`config.mk`:
```
export PLATFORM = sky130hd
export DESIGN_NAME = ic_bram_arbiter
export DESIGN_NICKNAME = d
export VERILOG_FILES = /design/src/rtl/ic_bram_arbiter.sv
export SDC_FILE = /design/constraint.sdc
export NUM_CORES = 1
export LEC_CHECK = 0
export ABC_AREA = 1
export CELL_PAD_IN_SITES_DETAIL_PLACEMENT = 0
export CELL_PAD_IN_SITES_GLOBAL_PLACEMENT = 1
export CORE_MARGIN = 10
export CORE_UTILIZATION = 10
export CTS_CLUSTER_SIZE = 8
export DETAILED_ROUTE_END_ITERATION = 6
export PLACE_DENSITY = 0.9
export SLEW_MARGIN = 20
export SYNTH_ARGS = -nofsm -noshare
export SYNTH_HDL_FRONTEND = slang
export SYNTH_SLANG_ARGS = --single-unit
```
`constraint.sdc`:
```
create_clock -name g_clk -period 1.6 [get_ports g_clk]
set_input_delay 0.16 -clock g_clk [delete_from_list [all_inputs] [get_ports g_clk]]
set_output_delay 0.16 -clock g_clk [all_outputs]
set_load 0.03 [all_outputs]
```
`src/rtl/ic_bram_arbiter.sv`:
```
// rtl/ic_bram_arbiter.sv - two-port (I/D) to one-port CPU bus arbiter with in-order response routing
module ic_bram_arbiter #(
  parameter int PRIORITY        = 0,
  parameter int MAX_OUTSTANDING = 2,
  localparam int CNT_W          = $clog2(MAX_OUTSTANDING) + 1,
  localparam int PTR_W          = (MAX_OUTSTANDING > 1) ? $clog2(MAX_OUTSTANDING) : 1
) (
  input  logic             g_clk,
  input  logic             g_reset,
  input  logic             i_req,
  input  logic             d_req,
  output logic             i_gnt,
  output logic             d_gnt,
  input  logic             i_wen,
  input  logic             d_wen,
  input  logic [3:0]       i_strb,
  input  logic [3:0]       d_strb,
  input  logic [31:0]      i_wdata,
  input  logic [31:0]      d_wdata,
  input  logic [31:0]      i_addr,
  input  logic [31:0]      d_addr,
  output logic             i_recv,
  output logic             d_recv,
  input  logic             i_ack,
  input  logic             d_ack,
  output logic             i_error,
  output logic             d_error,
  output logic [31:0]      i_rdata,
  output logic [31:0]      d_rdata,
  output logic             s_req,
  input  logic             s_gnt,
  output logic             s_wen,
  output logic [3:0]       s_strb,
  output logic [31:0]      s_wdata,
  output logic [31:0]      s_addr,
  input  logic             s_recv,
  output logic             s_ack,
  input  logic             s_error,
  input  logic [31:0]      s_rdata,
  output logic [CNT_W-1:0] outstanding,
  output logic             err_orphan
);

  // Port IDs throughout: 0 = I, 1 = D.
  logic             fifo_q [MAX_OUTSTANDING];
  logic [PTR_W-1:0] wr_ptr_q, wr_ptr_d, rd_ptr_q, rd_ptr_d;
  logic [CNT_W-1:0] count_q, count_d;
  logic             last_grant_q, last_grant_d;
  logic             orphan_q, orphan_d;

  logic sel_req, sel_d, full, empty, head, push, pop;

  function automatic logic [PTR_W-1:0] ptr_inc(input logic [PTR_W-1:0] p);
    return (p == PTR_W'(MAX_OUTSTANDING - 1)) ? '0 : p + 1'b1;
  endfunction

  always_comb begin
    sel_req = i_req | d_req;
    if (i_req && d_req) sel_d = (PRIORITY != 0) ? 1'b1 : ~last_grant_q;
    else                sel_d = d_req;
  end

  assign full  = (count_q == CNT_W'(MAX_OUTSTANDING));
  assign empty = (count_q == '0);
  assign head  = fifo_q[rd_ptr_q];

  assign s_req   = sel_req & ~full;
  assign s_wen   = sel_d ? d_wen   : i_wen;
  assign s_strb  = sel_d ? d_strb  : i_strb;
  assign s_wdata = sel_d ? d_wdata : i_wdata;
  assign s_addr  = sel_d ? d_addr  : i_addr;
  assign i_gnt   = s_req & ~sel_d & s_gnt;
  assign d_gnt   = s_req &  sel_d & s_gnt;

  // With nothing tracked, responses are drained so the downstream never stalls.
  assign i_recv  = ~empty & ~head & s_recv;
  assign d_recv  = ~empty &  head & s_recv;
  assign s_ack   = empty ? s_recv : (head ? d_ack : i_ack);
  assign i_error = ~empty & ~head & s_error;
  assign d_error = ~empty &  head & s_error;
  assign i_rdata = (~empty & ~head) ? s_rdata : '0;
  assign d_rdata = (~empty &  head) ? s_rdata : '0;

  assign push = s_req & s_gnt;
  assign pop  = ~empty & s_recv & s_ack;

  always_comb begin
    wr_ptr_d     = push ? ptr_inc(wr_ptr_q) : wr_ptr_q;
    rd_ptr_d     = pop  ? ptr_inc(rd_ptr_q) : rd_ptr_q;
    count_d      = count_q + CNT_W'(push) - CNT_W'(pop);
    last_grant_d = push ? sel_d : last_grant_q;
    orphan_d     = orphan_q | (empty & s_recv);
  end

  always_ff @(posedge g_clk) begin
    if (g_reset) begin
      wr_ptr_q     <= '0;
      rd_ptr_q     <= '0;
      count_q      <= '0;
      last_grant_q <= 1'b1;
      orphan_q     <= 1'b0;
    end else begin
      wr_ptr_q     <= wr_ptr_d;
      rd_ptr_q     <= rd_ptr_d;
      count_q      <= count_d;
      last_grant_q <= last_grant_d;
      orphan_q     <= orphan_d;
    end
  end

  always_ff @(posedge g_clk) begin
    if (push) fifo_q[wr_ptr_q] <= sel_d;
  end

  assign outstanding = count_q;
  assign err_orphan  = orphan_q;

endmodule

```
==> reports/summary.txt <==
num rows -> 48
worst setup path category -> reg2out
Worst Hold Class -> reg2reg
chip width -> 153.7 um
final setup margin -> 0.01017 ns
CP required -> 1.44 ns
total power -> 4.455 mW
# diodes -> 0
DRC -> 0
power share of the clock group -> 0.099
drt pass-1 iters -> 6
crit-path max FO -> 7
CTS tree -> done
max-cap violation count -> 0
Clock Tree Buf Depth -> 2
Post-synth EDFFs -> 2
Die Area -> 23,630 um2
Worst-Margin Slew -> 0.3602 ns
syn nets -> 575
Initial Utilization -> 0.1027
IO Port Bufs -> 322
count leader, synth -> nand2_1
post-synthesis sequential area ratio -> 0.1120
later-pin clock latency in the skew report -> 0.23 ns
Slew headroom -> 0.7591
Placed Area -> 5522 um2
main combinational cell family by area after synthesis -> simple AND/OR/NAND/NOR gates
root buf cell -> clkbuf_16
synth warn -> 0
DP HPWL -> 13,240 um
WL final -> 15,240 um
clk sink count -> 9
vias in the first global route -> 3,686
share of layout cells above drive strength 1 -> 0.3292
switching share of total power -> 0.4685
synthesis-to-finish area growth -> 247.7%
Post-synth top cells -> nand2_1, nor2_1, inv_1
pre-CTS setup slack -> -0.2805 ns
hold_buf cts -> 0
CTS buffer count -> 3
worst clock skew -> 0.004441 ns
Netlist cell types -> 20
DRT antenna net count -> 0
Core ar. -> 17,420 um2
initial antenna violation count -> 1
setup violators final -> 0
WP data arrival -> 1.43 ns
Power Density -> 716.7 nW/um2
Main synth FF type -> dfxtp_1
All-Layer GR Usage -> 0.1137
syn_area_per_cell -> 4.526 um2
setup TNS -> 0 ns
RSZ-0062 raised after global routing -> yes
top cell type's share of synthesized area -> 0.4640
adder-cell share of the synthesized area -> 0.006998
compound-cell area share of the yosys netlist -> 0.02099
net switching power -> 2.087 mW
Final period util -> 0.9936
Fill cells -> 1,790
Finished Cell Area -> 6216 um2
H-tree Lvls -> 1
drt initial violations -> 74
Post-Synth Simple-Gate Area -> 0.6739
Synth Instances -> 395
Seq cells post-synth -> 9
Min Clock Period, post-route -> 1.590 ns
total number of vias -> 3,563
first-pass GRT wire length -> 21,700 um
I/O pin cnt -> 323
logic gate share of total power -> 0.833
Max Clk Rate -> 0.6290 GHz
Post-Syn Area -> 1788 um2
leakage power -> 3.094 nW
mux cell area share after synthesis -> 0
share of flip-flops with an asynchronous set or reset -> 0
routed vias/inst -> 3.735
startpoint types -> flip-flop
RePlAce Congestion -> 0.7797
dominant cell type by area after synthesis -> nand2_1
Synth area leaders -> nand2_1, nor2_1, inv_1
max-slew violations -> 0
Final Hold Viols -> 0
outcome -> finished clean
clock-pin slew on the worst setup and hold paths -> 0.04 ns
Die Height -> 153.7 um
VDD IR max -> 0.3845 mV
largest net degree at the start of global routing -> 35
gr ovfl total -> 0
Crit. End Element -> primary output
fin nets -> 910
Routed wire per std cell -> 15.98 um
Internal -> 2.368 mW
XOR/XNOR Fraction of Synth Area -> 0.004899
Seq pwr share -> 0.068
-- layer usage --
layer,wire [um],share of wire,GRT usage,up-vias
li1,-,-,-,1812
met3,2103,0.14,0.06248,6
met4,91,0.0060,0.01529,0
met2,7687,0.50,0.2099,229
met1,5360,0.35,0.1113,1516
met5,0,0,0,-
-- path summary, 6_finish.rpt --
| check | depth (start not counted) | slack [ns] | to | start |
|---|---|---|---|---|
| setup / recovery | 5 | 0.01 | d_rdata[13] | outstanding[1] |
| hold / removal | 2 | 0.45 | err_orphan | err_orphan |
| setup reg to reg | 10 | 0.07 | outstanding[1] | outstanding[1] |
| hold reg to reg | 2 | 0.45 | err_orphan | err_orphan |
-- per-stage QoR --
step	utilization	hold slack [ns]	instances
final	0.3569	0.4513	954
after global routing	0.3569	0.4946	954
after CTS	0.3354	0.4487	949
after detailed placement	0.3170	0.4426	938
after global placement	0.3170	0.4408	938
after floorplan	-	0.2238	395
-- cells in the final DEF, fill, tap and decap left out, drive strengths merged --
cell	Yosys	final
nand4	2	2
ha	1	1
a21oi	5	5
edfxtp	2	2
nand2	224	224
xnor2	1	1
o21ai	1	1
o21bai	1	1
inv	49	49
nand3	8	9
clkbuf	0	7
nor2	74	74
dlygate4sd2	0	2
clkdlybuf4s50	0	179
buf	20	165
dfxtp	7	7
-- power by group through the flow --
stage                     Sequential [mW]  Clock (mW)  Combinational (mW)
final                               0.304       0.439                3.71
after global placement              0.297           0                3.30
after detailed placement            0.298           0                3.31
after CTS                           0.298       0.449                3.46
after floorplan                     0.324           0                1.54
after global routing                0.307       0.463                3.94
-- area by class of cell --
class / count / area, um2 / area share
Multi-Input combinational cell: 318 / 1484 / 0.2387
Sequential cell: 9 / 210.2 / 0.03382
Tap cell: 225 / 281.5 / 0.04529
Inverter: 49 / 193.9 / 0.03120
Clock buffer: 4 / 78.83 / 0.01268
Timing Repair Buffer: 349 / 3968 / 0.6383
-- critical path: stages (launching register included) --
cell     delay, ns
dfxtp_4       0.37
inv_4         0.04
nand2_4       0.10
nand3_4       0.18
nor2_1        0.33
buf_12        0.17
-- cells by family (layout without fill, tap and decap cells) --
kind of cell / count (synthesis) / in the layout
AO/OA/AOI/OAI: 7 / 7
buffers and inverters: 69 / 402
XOR/XNOR: 1 / 1
AND/OR/NAND/NOR: 308 / 309
adder cells (fa/ha/maj): 1 / 1
flip-flops: 9 / 9
-- repair_timing --
action | CTS | global route
endpoints found under the hold margin | 0 | 0
setup buffers | 4 | 3
resized for setup | 48 | 85
pin swaps | 3 | 8
setup endpoints to repair | 102 | 100
cloned | 3 | 3
Power figures use the tool's default switching activity.
